$ cat src/rtl/sd_source.sv
// sd_source: BT.656 525/59.94 4:2:2 test-pattern source with timing codes and mode-selected active video
module sd_source (
  input  logic       clk_in,
  input  logic       rst_in,
  input  logic [7:0] MODE_SELECT_8B,
  output logic       o_itu_656_clk,
  output logic [7:0] o_itu_656_data_8b
);
  localparam logic [23:0] bar_ycc [8] = '{24'hB48080, 24'hA22C8E, 24'h839C2C, 24'h70483A,
                                          24'h54B8C6, 24'h4164D4, 24'h23D472, 24'h108080};
  logic [10:0] h_cnt, w, p;
  logic [9:0]  line;
  logic [7:0]  mode, xy, sync_word, word;
  logic [23:0] ycc;
  logic [2:0]  bar;
  logic        f, v, hb, sync;
  assign o_itu_656_clk = ~clk_in;
  always_comb begin
    f = (line < 10'd4) || (line > 10'd265);
    v = (line <= 10'd19) || (line >= 10'd264 && line <= 10'd282);
    hb = h_cnt < 11'd272;
    xy = {1'b1, f, v, hb, v ^ hb, f ^ hb, f ^ v, f ^ v ^ hb};
    w = h_cnt - 11'd276;
    p = {1'b0, w[10:1]};
    bar = 3'(p / 11'd90);
    ycc = mode == 8'd0 ? bar_ycc[bar] :
          mode == 8'd1 ? 24'h108080 :
          mode == 8'd2 ? 24'hEB8080 :
          mode == 8'd3 ? 24'h515AF0 :
          mode == 8'd4 ? 24'h913622 :
          mode == 8'd5 ? 24'h29F06E :
                         {8'd16 + p[9:2], 16'h8080};
    sync = h_cnt < 11'd4 || (h_cnt >= 11'd272 && h_cnt < 11'd276);
    sync_word = h_cnt[1:0] == 2'd0 ? 8'hFF : h_cnt[1:0] == 2'd3 ? xy : 8'h00;
    // Active words run Cb,Y,Cr,Y; one chroma pair serves two pixels
    word = sync ? sync_word :
           (h_cnt < 11'd276 || v) ? (h_cnt[0] ? 8'h10 : 8'h80) :
           w[0] ? ycc[23:16] : w[1] ? ycc[7:0] : ycc[15:8];
  end
  always_ff @(posedge clk_in) begin
    if (rst_in) begin
      h_cnt <= '0;
      line <= 10'd1;
      mode <= '0;
      o_itu_656_data_8b <= 8'h10;
    end else begin
      o_itu_656_data_8b <= word;
      h_cnt <= h_cnt == 11'd1715 ? 11'd0 : h_cnt + 11'd1;
      if (h_cnt == 11'd1715) line <= line == 10'd525 ? 10'd1 : line + 10'd1;
      if (h_cnt == 11'd0) mode <= MODE_SELECT_8B;
    end
  end
endmodule

$ cat config.mk
export PLATFORM = sky130hd
export DESIGN_NAME = sd_source
export DESIGN_NICKNAME = d
export VERILOG_FILES = /design/src/rtl/sd_source.sv
export SDC_FILE = /design/constraint.sdc
export NUM_CORES = 1
export LEC_CHECK = 0
export BUFFER_PORTS_ARGS = -buffer_cell sky130_fd_sc_hd__clkbuf_2
export CAP_MARGIN = 20
export CORE_UTILIZATION = 29
export DETAILED_ROUTE_END_ITERATION = 8
export SYNTH_ARGS = -nofsm -noshare
export SYNTH_HDL_FRONTEND = slang
export SYNTH_SLANG_ARGS = --single-unit
export TNS_END_PERCENT = 100
$ cat constraint.sdc
create_clock -name clk_in -period 11.5 [get_ports clk_in]
set_input_delay 1.725 -clock clk_in [delete_from_list [all_inputs] [get_ports clk_in]]
set_output_delay 1.725 -clock clk_in [all_outputs]
set_load 0.02 [all_outputs]
# Word-level counts from Yosys, hierarchy flattened
# Memories as Yosys holds them, arrays and structs flattened.
# Index checks and enable logic that the tools add are counted.
[classes]
addsub = 4
n_eq_ne = 8
order_cmp = 10
n_mux = 16
n_div = 1
reduce_logical = 10
bitwise_logic = 6
[ops]
columns = ["operator", "count"]
rows = [
  ["$mux 24", 8],
  ["$mux 8", 7],
  ["$lt 11x9->1 const B", 2],
  ["$eq 8x2->1 const B", 2],
  ["$eq 8x3->1 const B", 2],
  ["$add 11x1->11 const B", 1],
  ["$div 10x7->11 const B", 1],
  ["$eq 11x11->1 const B", 1],
  ["$ge 11x9->1 const B", 1],
  ["$logic_not 11->1", 1],
  ["$lt 11x3->1 const B", 1],
  ["$sub 11x9->11 const B", 1],
  ["$add 10x1->10 const B", 1],
  ["$eq 10x10->1 const B", 1],
  ["$ge 10x9->1 const B", 1],
  ["$gt 10x9->1 const B", 1],
  ["$le 10x5->1 const B", 1],
  ["$le 10x9->1 const B", 1],
  ["$lt 10x3->1 const B", 1],
  ["$mux 10", 1],
  ["$add 5x8->8 const A", 1],
  ["$eq 8x1->1 const B", 1],
  ["$logic_not 8->1", 1],
  ["$ge 4x4->1 const B", 1],
  ["8 further kinds", 15],
]
[totals]
input_bits = 10
word_cells = 60
mem_count = 1
ff_bits = 37
out_inout_bits = 9
romBits = 192
[memory_table]
columns = ["memory", "words", "width", "rd", "rd_ports_with_merged_regs", "wr", "line", "text"]
rows = [
  ["(name not given)", 8, 24, 1, 0, 0, "26", "ycc = mode == 8'd0 ? bar_ycc[bar] :"],
]

# Logic depth before layout (Yosys ltp)
# Gate-level depths: netlist (run 1).
[logic_depth]
ltp_word = 12
ltp_mapped = 30
ltp_nobuf = 28

==> flow_summary_export.csv, run 1 <==
group,metric,value,unit
run_status,status,"finished, final reports clean",
logic_synthesis,synth_top_cell_area_share,18.9,%
cells_and_area,final_nets,566,
clocking,clk_path_buf_depth,2,
setup_path,worstSetupPathType,"clock port to primary output",
clocking,postCtsResizedCells,0,
routing,vias,4067,
logic_synthesis,yosys.area.top_type,"dfxtp_1",
setup_path,startpoint_type,"clock port",
grt,grt_max_degree,21,
flow_run,maxCapViolCount,0,
power_and_ir_drop,cellPowerDensity,94.3,nW/um^2
setup_path,r2r_cells,28,
die,die_h,118,um
clocking,cts_max_level,2,
cells_and_area,area_delta_synth_final,8.93,%
worst_hold_path,holdPathStages,2,
power_and_ir_drop,netSwitchingFraction,32.8,%
setup_path,r2r_slack,4360,ps
routing,drc_errors,0,
logic_synthesis,synthTopCellsByArea,"dfxtp_1 (19%), nor2_1 (6.8%), ha_1 (5.8%)",
logic_synthesis,avgSynthCellArea,7.23,um^2
logic_synthesis,async_flop_share,0,%
logic_synthesis,synth_edf_count,0,
power_and_ir_drop,power.leakage,1.56,nW
worst_hold_path,min_path_type,"flop to flop",
cells_and_area,drive_gt1_share,9.28,%
grt,grt_first_pass_wirelength,18.1,mm
logic_synthesis,yosys_warnings,0,
setup_path,worstSetupEndpointType,"primary output",
power_and_ir_drop,p_switching,0.132,mW
die,start_util,29.7,%
power_and_ir_drop,pwr-share-clk,41.4,%
die,io_pins,19,
die,rows,42,
logic_synthesis,synthFlopType,"dfxtp_1",
routing,first_pass_iters,5,
placed_design,numPortBuffers,18,
setup_path,regToRegStartpoint,"h_cnt[2]$_SDFF_PP0_",
logic_synthesis,yosysUniqueCellTypes,80,
clocking,post_cts_buffers,0,
cells_and_area,num_antenna_cells,0,
sta,slew_viol_final,0,
clocking,clock_latency,290,ps
power_and_ir_drop,power.internal,0.270,mW
routing,wl_per_cell,15.3,um
sta,hold_violations,0,
logic_synthesis,synth-seq-cells,37,
clocking,clkTransAtPathRegs,50,ps
setup_path,r2r_end,"o_itu_656_data_8b[4]$_SDFF_PP1_",
setup_path,arrival,6260,ps
routing,vias_per_cell,5.69,
grt,grt_use_total,15.8,%
placed_design,place_inst,707,
setup_path,crit_path_max_fanout,11,
sta,finClkSkew,6.56,ps
setup_path,worstPathRequired,9780,ps
grt,grt_overflow,0,
sta,rsz0062_at_grt,"no",
routing,drtIter0Drc,228,
cells_and_area,instances_no_fill,715,
die,die_area,14000,um^2
sta,setup_viol,0,
power_and_ir_drop,p_total,0.402,mW
grt,grt_pass1_vias,3877,
logic_synthesis,syn-num-nets,569,
sta,max-slew-margin-rel,44.8,%
worst_hold_path,holdPathEnd,"mode[4]$_SDFFE_PP0N_",
power_and_ir_drop,pwr-share-seq,36.3,%
sta,worst_pin_slew,824,ps
logic_synthesis,synthesis.area,3910,um^2
logic_synthesis,syn-instance-count,541,
clocking,postCtsHoldBufs,0,
power_and_ir_drop,combinationalPowerShare,22.2,%
placed_design,gp_congestion,0.917,
die,core_region_area,13200,um^2
routing,drt-total-wl,10.9,mm
sta,tns,0,ps
grt,antenna_found_initial,0,
placed_design,hpwl,8.24,mm
clocking,cts_tree,"done",
worst_hold_path,min_from,"mode[4]$_SDFFE_PP0N_",
die,die_w,118,um
logic_synthesis,seq_area_frac_synth,18.9,%
routing,antenna_left,0,
power_and_ir_drop,ir_drop,0.0743,mV
clocking,numCtsBuffers,5,
clocking,cts-root-buf,"clkbuf_16",
-- through the flow --
step,hold WS (ps),utilization (%),area (um^2),setup WS [ps]
finish,508,32.3,4260,3520
global route,529,32.3,4260,3480
CTS,511,32.3,4260,3510
detailed placement,496,31.0,4090,3850
global placement,476,31.0,4090,3850
floorplan,464,-,3910,3900
-- Yosys cell counts (all sizes together) (3+ instances only) --
cell     number
o2111ai       5
a2bb2oi       3
nand2        49
a211o         3
nand4        16
o21ai        27
nor2         71
or3           4
or2           4
o31ai         5
a21oi        42
a21boi        3
buf          10
o22ai         4
mux2i        15
a31o          4
a211oi        7
o211ai        9
nor3b         3
ha           18
nor2b         6
and3          5
o221ai        3
and4          4
clkbuf       19
nand2b        8
a31oi        11
o21a          4
nor4          3
xor2         12
and2          7
nor3         18
inv          22
dfxtp        37
a21o          5
xnor2        22
nand3        16
-- layout make-up --
type | count | area (um^2)
Inverter | 21 | 78.8
Tap cell | 176 | 220
Clock buffer | 9 | 173
Clock inverter | 1 | 3.75
Sequential cell | 37 | 741
Fill cell | 1400 | 8930
Timing Repair Buffer | 18 | 92.6
Multi-Input combinational cell | 453 | 2950
-- layer usage --
metal,wire length [um],GRT usage (%)
met1,4770,19.1
met2,5160,26.7
met3,699,2.99
met4,316,7.69
met5,0,0
-- worst max-delay path: stages --
cell and delay, ps:
clkbuf_16 140, clkbuf_16 160, inv_1 50, clkbuf_2 150
-- worst max path at each step --
stage | from | endpoint | cells past startpoint | slack [ps]
floorplan | clk_in | o_itu_656_clk | 1 | 3900
CTS | clk_in | o_itu_656_clk | 4 | 3510
global placement | clk_in | o_itu_656_clk | 2 | 3850
detailed placement | clk_in | o_itu_656_clk | 2 | 3850
global route | clk_in | o_itu_656_clk | 4 | 3480
finish | clk_in | o_itu_656_clk | 4 | 3520
-- flip-flops by register name (all words and copies together), names as in the netlist --
register and count:
h_cnt 11, line 10, mode 8, o_itu_656_data_8b 8
-- layout by cell type, fill, tap and decap left out, drive strengths merged, types with 3 or more instances in the layout --
cell type,netlist,layout
o221ai,3,3
a21oi,42,42
and2,7,7
o21a,4,4
o22ai,4,4
xnor2,22,22
o21ai,27,27
a211oi,7,7
inv,22,22
clkbuf,19,26
nor3b,3,3
o31ai,5,5
a2bb2oi,3,3
nand2,49,49
nand4,16,16
a211o,3,3
nand2b,8,8
nand3,16,16
a31oi,11,11
nor4,3,3
o2111ai,5,5
mux2i,15,15
a21o,5,5
nor2,71,71
or2,4,4
a31o,4,4
xor2,12,12
a21boi,3,3
ha,18,18
or3,4,4
and3,5,5
o211ai,9,9
nor3,18,18
dfxtp,37,37
and4,4,4
nor2b,6,6
-- cell families after synthesis --
| family | share of synthesized area, % |
|---|---|
| AOI/OAI and AO/OA | 29.1 |
| adders and majority gates | 5.76 |
| xor gates and xnor gates | 7.61 |
| muxes | 4.41 |
| DFF | 18.9 |
| buffers and inverters | 5.60 |
| and+or+nand+nor | 28.5 |
-- power by group through the flow --
stage               Combinational [mW]  Sequential (mW)  Clock (mW)
CTS                             0.0883            0.146       0.171
global placement                0.0882            0.149     0.00928
detailed placement              0.0878            0.149     0.00928
floorplan                       0.0668            0.146     0.00623
finish                          0.0894            0.146       0.166
global route                    0.0985            0.147       0.177
Power figures use the tool's default switching activity.
==> run 2, diff against run 1 <==
--- a/config.mk
+++ b/config.mk
@@ -5,6 +5,7 @@
 export SDC_FILE = /design/constraint.sdc
 export NUM_CORES = 1
 export LEC_CHECK = 0
+export ABC_AREA = 1
 export BUFFER_PORTS_ARGS = -buffer_cell sky130_fd_sc_hd__clkbuf_2
 export CAP_MARGIN = 20
 export CORE_UTILIZATION = 29
==> constraint.sdc (replaced) <==
create_clock -name clk_in -period 7.2 [get_ports clk_in]
set_input_delay 1.08 -clock clk_in [delete_from_list [all_inputs] [get_ports clk_in]]
set_output_delay 1.08 -clock clk_in [all_outputs]
set_load 0.02 [all_outputs]
==> run 2 against run 1 <==
- worst hold slack worse by 32 ps
- global-route usage is 1.3 points lower
- sequential cell count stayed put
- via count is 10% lower
- sequential share of layout area is 1.0 points higher
- sequential power is 54% higher
- setup slack worse by 1800 ps
- synthesized area is 7.1% lower
- combinational power is 25% higher
- cell area is 5.5% lower
- clock power is 34% higher
- clock-buffer cell count is 3 lower
- largest power group is now sequential cells
- highest routed layer unchanged
==> flow_summary_export.csv, run 2 <==
group,metric,value,unit
setup_path,crit_slowest_cell,"dfxtp_1",
sta,tns,0,ps
power_and_ir_drop,p_total,0.559,mW
sta,fin_crit_sh,75.6,%
routing,wl_per_cell,11.5,um
clocking,clock_latency,280,ps
cells_and_area,fin_util,33.2,%
cells_and_area,multi_input_area,2530,um^2
logic_synthesis,synth_edf_count,0,
routing,first_pass_iters,5,
clocking,cts-root-buf,"clkbuf_16",
worst_hold_path,min_path_type,"flop to flop",
grt,grt_max_degree,18,
logic_synthesis,async_flop_share,0,%
grt,grt_use_total,14.5,%
cells_and_area,largest_reg_flops,11,
logic_synthesis,synthesis.area,3630,um^2
die,die_h,114,um
logic_synthesis,yosys.area.top_type,"dfxtp_1",
placed_design,hpwl,7.17,mm
setup_path,cp_num_buf_inv,7,
sta,hold_violations,0,
cells_and_area,layout.cells.most_common_list,"nand2_1 (137), nor2_1 (73), inv_1 (71)",
sta,worst_pin_slew,1020,ps
logic_synthesis,synth-seq-cells,37,
setup_path,worstSetupPathType,"flop to flop",
setup_path,regToRegStartpoint,"h_cnt[2]$_SDFF_PP0_",
run_status,status,"finished, final reports clean",
worst_hold_path,min_from,"mode[2]$_SDFFE_PP0N_",
power_and_ir_drop,ir_drop,0.131,mV
clocking,post_cts_buffers,0,
clocking,cts_tree,"done",
clocking,clkTransAtPathRegs,60,ps
logic_synthesis,synthMostInstantiatedCell,"nand2_1",
logic_synthesis,yosysUniqueCellTypes,43,
logic_synthesis,avgSynthCellArea,6.08,um^2
sta,max_clock_freq,184,MHz
clocking,clk_path_buf_depth,2,
routing,drt-total-wl,9.03,mm
die,core_region_area,12100,um^2
die,die_w,114,um
cells_and_area,final_common_cell,"nand2_1",
logic_synthesis,synth_top_cell_area_share,20.4,%
logic_synthesis,netlist_top_cells_count,"nand2_1 (137), nor2_1 (73), inv_1 (71)",
setup_path,path_common_cell,"nand2_1",
routing,vias_per_cell,4.65,
setup_path,cp-startpoint,"h_cnt[2]$_SDFF_PP0_",
setup_path,arrival,5630,ps
sta,rsz0062_at_grt,"no",
setup_path,worstPathRequired,7380,ps
setup_path,worstSetupEndpointType,"flop",
setup_path,crit_path_max_incr_delay,530,ps
cells_and_area,drive_gt1_share,13.5,%
logic_synthesis,synthTopCellsByArea,"dfxtp_1 (20%), nand2_1 (14%), nor2_1 (7.5%)",
setup_path,cp_top_family,"simple AND/OR/NAND/NOR gates",
grt,grt_pass1_vias,3416,
routing,drtIter0Drc,152,
sta,min_period,5440,ps
die,io_pins,19,
flow_run,maxCapViolCount,0,
die,rows,40,
routing,drc_errors,0,
cells_and_area,num_antenna_cells,0,
setup_path,crit_path_max_fanout,17,
setup_path,startpoint_type,"flop",
power_and_ir_drop,power.leakage,1.86,nW
cells_and_area,regMostFlops,"h_cnt",
sta,setup_viol,0,
cells_and_area,area_delta_synth_final,10.8,%
placed_design,gp_congestion,0.879,
clocking,postCtsHoldBufs,0,
sta,max-slew-margin-rel,31.6,%
cells_and_area,top_regs,"h_cnt x11, line x10",
sta,finClkSkew,3.93,ps
cells_and_area,seqCellArea,741,um^2
routing,antenna_left,0,
grt,grt_first_pass_wirelength,15.7,mm
logic_synthesis,seq_area_frac_synth,20.4,%
logic_synthesis,synthFlopType,"dfxtp_1",
logic_synthesis,syn-num-nets,626,
cells_and_area,num-fill-cells,1368,
sta,slew_viol_final,0,
die,start_util,30.0,%
placed_design,numPortBuffers,18,
grt,antenna_found_initial,0,
grt,grt_overflow,0,
clocking,postCtsResizedCells,0,
clocking,numCtsBuffers,5,
clocking,cts_max_level,2,
power_and_ir_drop,cellPowerDensity,139,nW/um^2
routing,vias,3643,
die,die_area,13000,um^2
cells_and_area,final_nets,642,
logic_synthesis,yosys_warnings,0,
logic_synthesis,syn-instance-count,598,
[run 2: area by class of cell]
type	count	area share [%]
clock buffer	6	3.23
sequential	37	18.4
timing repair buffer	19	2.42
inverter	78	7.30
tap	168	5.22
clock inverter	4	0.497
multi-input combinational	471	62.9
[run 2: logic make-up after synthesis]
kind of cell	count (synthesis)	share of synthesized area, %
AO/OA/AOI/OAI	95	15.0
XOR/XNOR	16	3.86
adder cells (fa/ha/maj)	18	6.20
buffers and inverters	90	9.92
flip-flops	37	20.4
AND/OR/NAND/NOR	342	44.6
[run 2: path summary, 6_finish.rpt]
check	to	depth (start not counted)	slack, ps
hold / removal	mode[2]$_SDFFE_PP0N_	2	480
setup / recovery	o_itu_656_data_8b[7]$_SDFF_PP0_	37	1760
hold reg to reg	mode[2]$_SDFFE_PP0N_	2	480
setup reg to reg	o_itu_656_data_8b[7]$_SDFF_PP0_	37	1760
[run 2: layer usage]
metal	vias to the layer above	global-route usage, %	routed length (um)	share of wire [%]
li1	1987	-	-	-
met1	1583	20.1	4520	50
met2	61	23.7	4110	46
met3	12	1.97	292	3.2
met4	0	3.20	110	1.2
met5	-	0	0	0
[run 2: report_power, final]
| part | internal [mW] | switching, mW | leakage [nW] | total, mW |
|---|---|---|---|---|
| Clock | 0.131 | 0.0914 | 0.0767 | 0.222 |
| Combinational | 0.0369 | 0.0755 | 1.48 | 0.112 |
| Sequential | 0.217 | 0.00773 | 0.303 | 0.225 |
| Total | 0.384 | 0.175 | 1.86 | 0.559 |
[run 2: tightest hold or removal path: cells and delay by family, from the launching register on]
kind / cells / cell delay, ps
flops: 1 / 310
buf+inv: 1 / 60
compound gates: 1 / 60
[run 2: through the flow]
| stage | worst slack, ps | cells | hold WS, ps | area (um^2) |
|---|---|---|---|---|
| global placement | 1870 | 774 | 467 | 3880 |
| detailed placement | 1800 | 774 | 469 | 3880 |
| global route | 1000 | 783 | 516 | 4030 |
| CTS | 1770 | 782 | 478 | 4020 |
| finish | 1760 | 783 | 477 | 4030 |
| floorplan | 2390 | 598 | 445 | 3630 |
==> run 3, diff against run 2 <==
==> constraint.sdc (replaced) <==
create_clock -name clk_in -period 4.8 [get_ports clk_in]
set_input_delay 0.72 -clock clk_in [delete_from_list [all_inputs] [get_ports clk_in]]
set_output_delay 0.72 -clock clk_in [all_outputs]
set_load 0.02 [all_outputs]
==> run 3 against run 2 <==
- fmax increased by 17%
- sequential power increased by 49%
- clock power increased by 61%
- utilization increased by 6.6 points
- worst hold slack improved by 4.6 ps
- critical endpoint is now o_itu_656_data_8b[6]$_SDFF_PP0_
- cell area increased by 20%
- sequential share of layout area decreased by 2.9 points
- routed wire length increased by 14%
- first-iteration DRC count increased by 32%
- register-to-register slack got worse by 1600 ps
==> flow_summary_export.csv, run 3 (same netlist as run 2, synthesis figures left out) <==
group,metric,value,unit
run_status,status,"finished, final reports clean",
cells_and_area,instances_no_fill,835,
routing,drt-total-wl,10.3,mm
die,io_pins,19,
placed_design,hpwl,7.35,mm
die,die_h,114,um
die,die_w,114,um
clocking,clkTransAtPathRegs,60,ps
setup_path,cp.depth,39,
cells_and_area,top_regs,"h_cnt x11, line x10",
sta,min_period,4630,ps
placed_design,numPortBuffers,18,
clocking,postCtsHoldBufs,0,
worst_hold_path,holdPathStages,2,
die,core_region_area,12100,um^2
cells_and_area,largest_reg_flops,11,
setup_path,worstSetupPathType,"flop to flop",
clocking,clock_latency,280,ps
worst_hold_path,min_from,"mode[2]$_SDFFE_PP0N_",
cells_and_area,drive_gt1_share,30.0,%
sta,slew_viol_final,0,
clocking,cts_tree,"done",
setup_path,arrival,4790,ps
setup_path,startpoint_type,"flop",
cells_and_area,final_nets,694,
grt,grt_use_total,14.9,%
grt,grt_first_pass_wirelength,16.0,mm
routing,drtIter0Drc,201,
die,start_util,30.0,%
grt,grt_overflow,0,
sta,max-slew-margin-rel,36.3,%
routing,wl_per_cell,12.3,um
cells_and_area,regMostFlops,"h_cnt",
setup_path,crit_path_max_incr_delay,360,ps
sta,setup_viol,0,
power_and_ir_drop,power.leakage,2.23,nW
sta,tns,0,ps
clocking,numCtsBuffers,5,
power_and_ir_drop,cellPowerDensity,183,nW/um^2
cells_and_area,area_delta_synth_final,32.6,%
sta,worst_pin_slew,947,ps
routing,vias,3945,
sta,fin_crit_sh,96.6,%
setup_path,crit_path_max_fanout,8,
clocking,cts_max_level,2,
grt,antenna_found_initial,0,
placed_design,gp_congestion,0.929,
flow_run,maxCapViolCount,0,
cells_and_area,final_common_cell,"nand2_1",
routing,vias_per_cell,4.72,
setup_path,crit_slowest_cell,"o21ai_4",
setup_path,worstPathRequired,4960,ps
setup_path,r2r_slack,170,ps
cells_and_area,num_antenna_cells,0,
setup_path,path_common_cell,"nand2_4",
clocking,clk_path_buf_depth,2,
routing,drc_errors,0,
setup_path,cp_top_family,"simple AND/OR/NAND/NOR gates",
sta,finClkSkew,3.44,ps
sta,max_clock_freq,216,MHz
setup_path,worstSetupEndpointType,"flop",
routing,antenna_left,0,
die,die_area,13000,um^2
clocking,cts-root-buf,"clkbuf_16",
setup_path,regToRegStartpoint,"h_cnt[2]$_SDFF_PP0_",
setup_path,r2r_cells,39,
cells_and_area,layout.cells.most_common_list,"nand2_1 (115), nor2_1 (66), inv_1 (60)",
setup_path,cp_num_buf_inv,8,
routing,first_pass_iters,5,
setup_path,cp-startpoint,"h_cnt[2]$_SDFF_PP0_",
sta,hold_violations,0,
die,rows,40,
grt,grt_pass1_vias,3494,
cells_and_area,fin_util,39.8,%
worst_hold_path,min_path_type,"flop to flop",
power_and_ir_drop,ir_drop,0.171,mV
grt,grt_max_degree,15,
placed_design,place_inst,797,
==> run 3: cell count changes in the layout (fill, tap and decap cells not counted), moves of 5 or more <==
| cell | previous run | this run |
|---|---|---|
| buf_4 | 1 | 51 |
| nand2_1 | 137 | 115 |
| nand2_4 | 6 | 26 |
| inv_1 | 71 | 60 |
| inv_2 | 5 | 15 |
| nand3_1 | 44 | 36 |
| nor2_1 | 73 | 66 |
| dfxtp_1 | 37 | 31 |
| dfxtp_2 | 0 | 6 |
| nand3_2 | 5 | 10 |
==> run 3: path summary, 6_finish.rpt <==
kind,to
worst max-delay path,o_itu_656_data_8b[6]$_SDFF_PP0_
worst min-delay path,mode[2]$_SDFFE_PP0N_
worst max register to register,o_itu_656_data_8b[6]$_SDFF_PP0_
worst min register to register,mode[2]$_SDFFE_PP0N_
==> run 3: layout make-up <==
type	count	area [um^2]
clock inverter	3	15.0
clock buffer	7	144
timing repair buffer	71	502
sequential	37	748
tap	168	210
inverter	78	300
fill	1299	7290
multi-input combinational	471	2900
==> run 3: per-stage QoR <==
stage | setup slack [ps] | power (mW) | hold slack, ps | instance area (um^2)
detailed placement | 18.4 | 0.538 | 469 | 4050
global route | -141 | 0.927 | 500 | 4820
CTS | 19.7 | 0.874 | 478 | 4210
floorplan | 183 | 0.481 | 445 | 3630
global placement | 111 | 0.542 | 467 | 4050
finish | 166 | 0.882 | 481 | 4820
==> run 3: report_power, final <==
part | internal (mW) | switching, mW | leakage [nW] | total (mW)
Combinational | 0.0664 | 0.124 | 1.84 | 0.190
Sequential | 0.325 | 0.0104 | 0.306 | 0.336
Clock | 0.213 | 0.144 | 0.0867 | 0.357
Total | 0.604 | 0.278 | 2.23 | 0.882
==> run 3: routing by layer <==
metal	GRT usage [%]	up-vias	share of wire (%)	wire, um
met5	0	-	0	0
met3	1.75	9	2.4	251
met1	21.0	1777	49	5010
met4	2.25	0	0.82	84
met2	24.6	58	48	4920
li1	-	2101	-	-
==> run 3: repair_timing <==
item | in CTS | in global routing
buffers inserted | 0 | 30
pin swaps | 0 | 48
endpoints found under the setup margin | 1 | 8
gates resized for setup | 1 | 108
==> run 3: tightest hold or removal path, cell delays in order (launching register included) <==
cell and delay (ps):
dfxtp_1 310, inv_1 70, a21oi_1 60
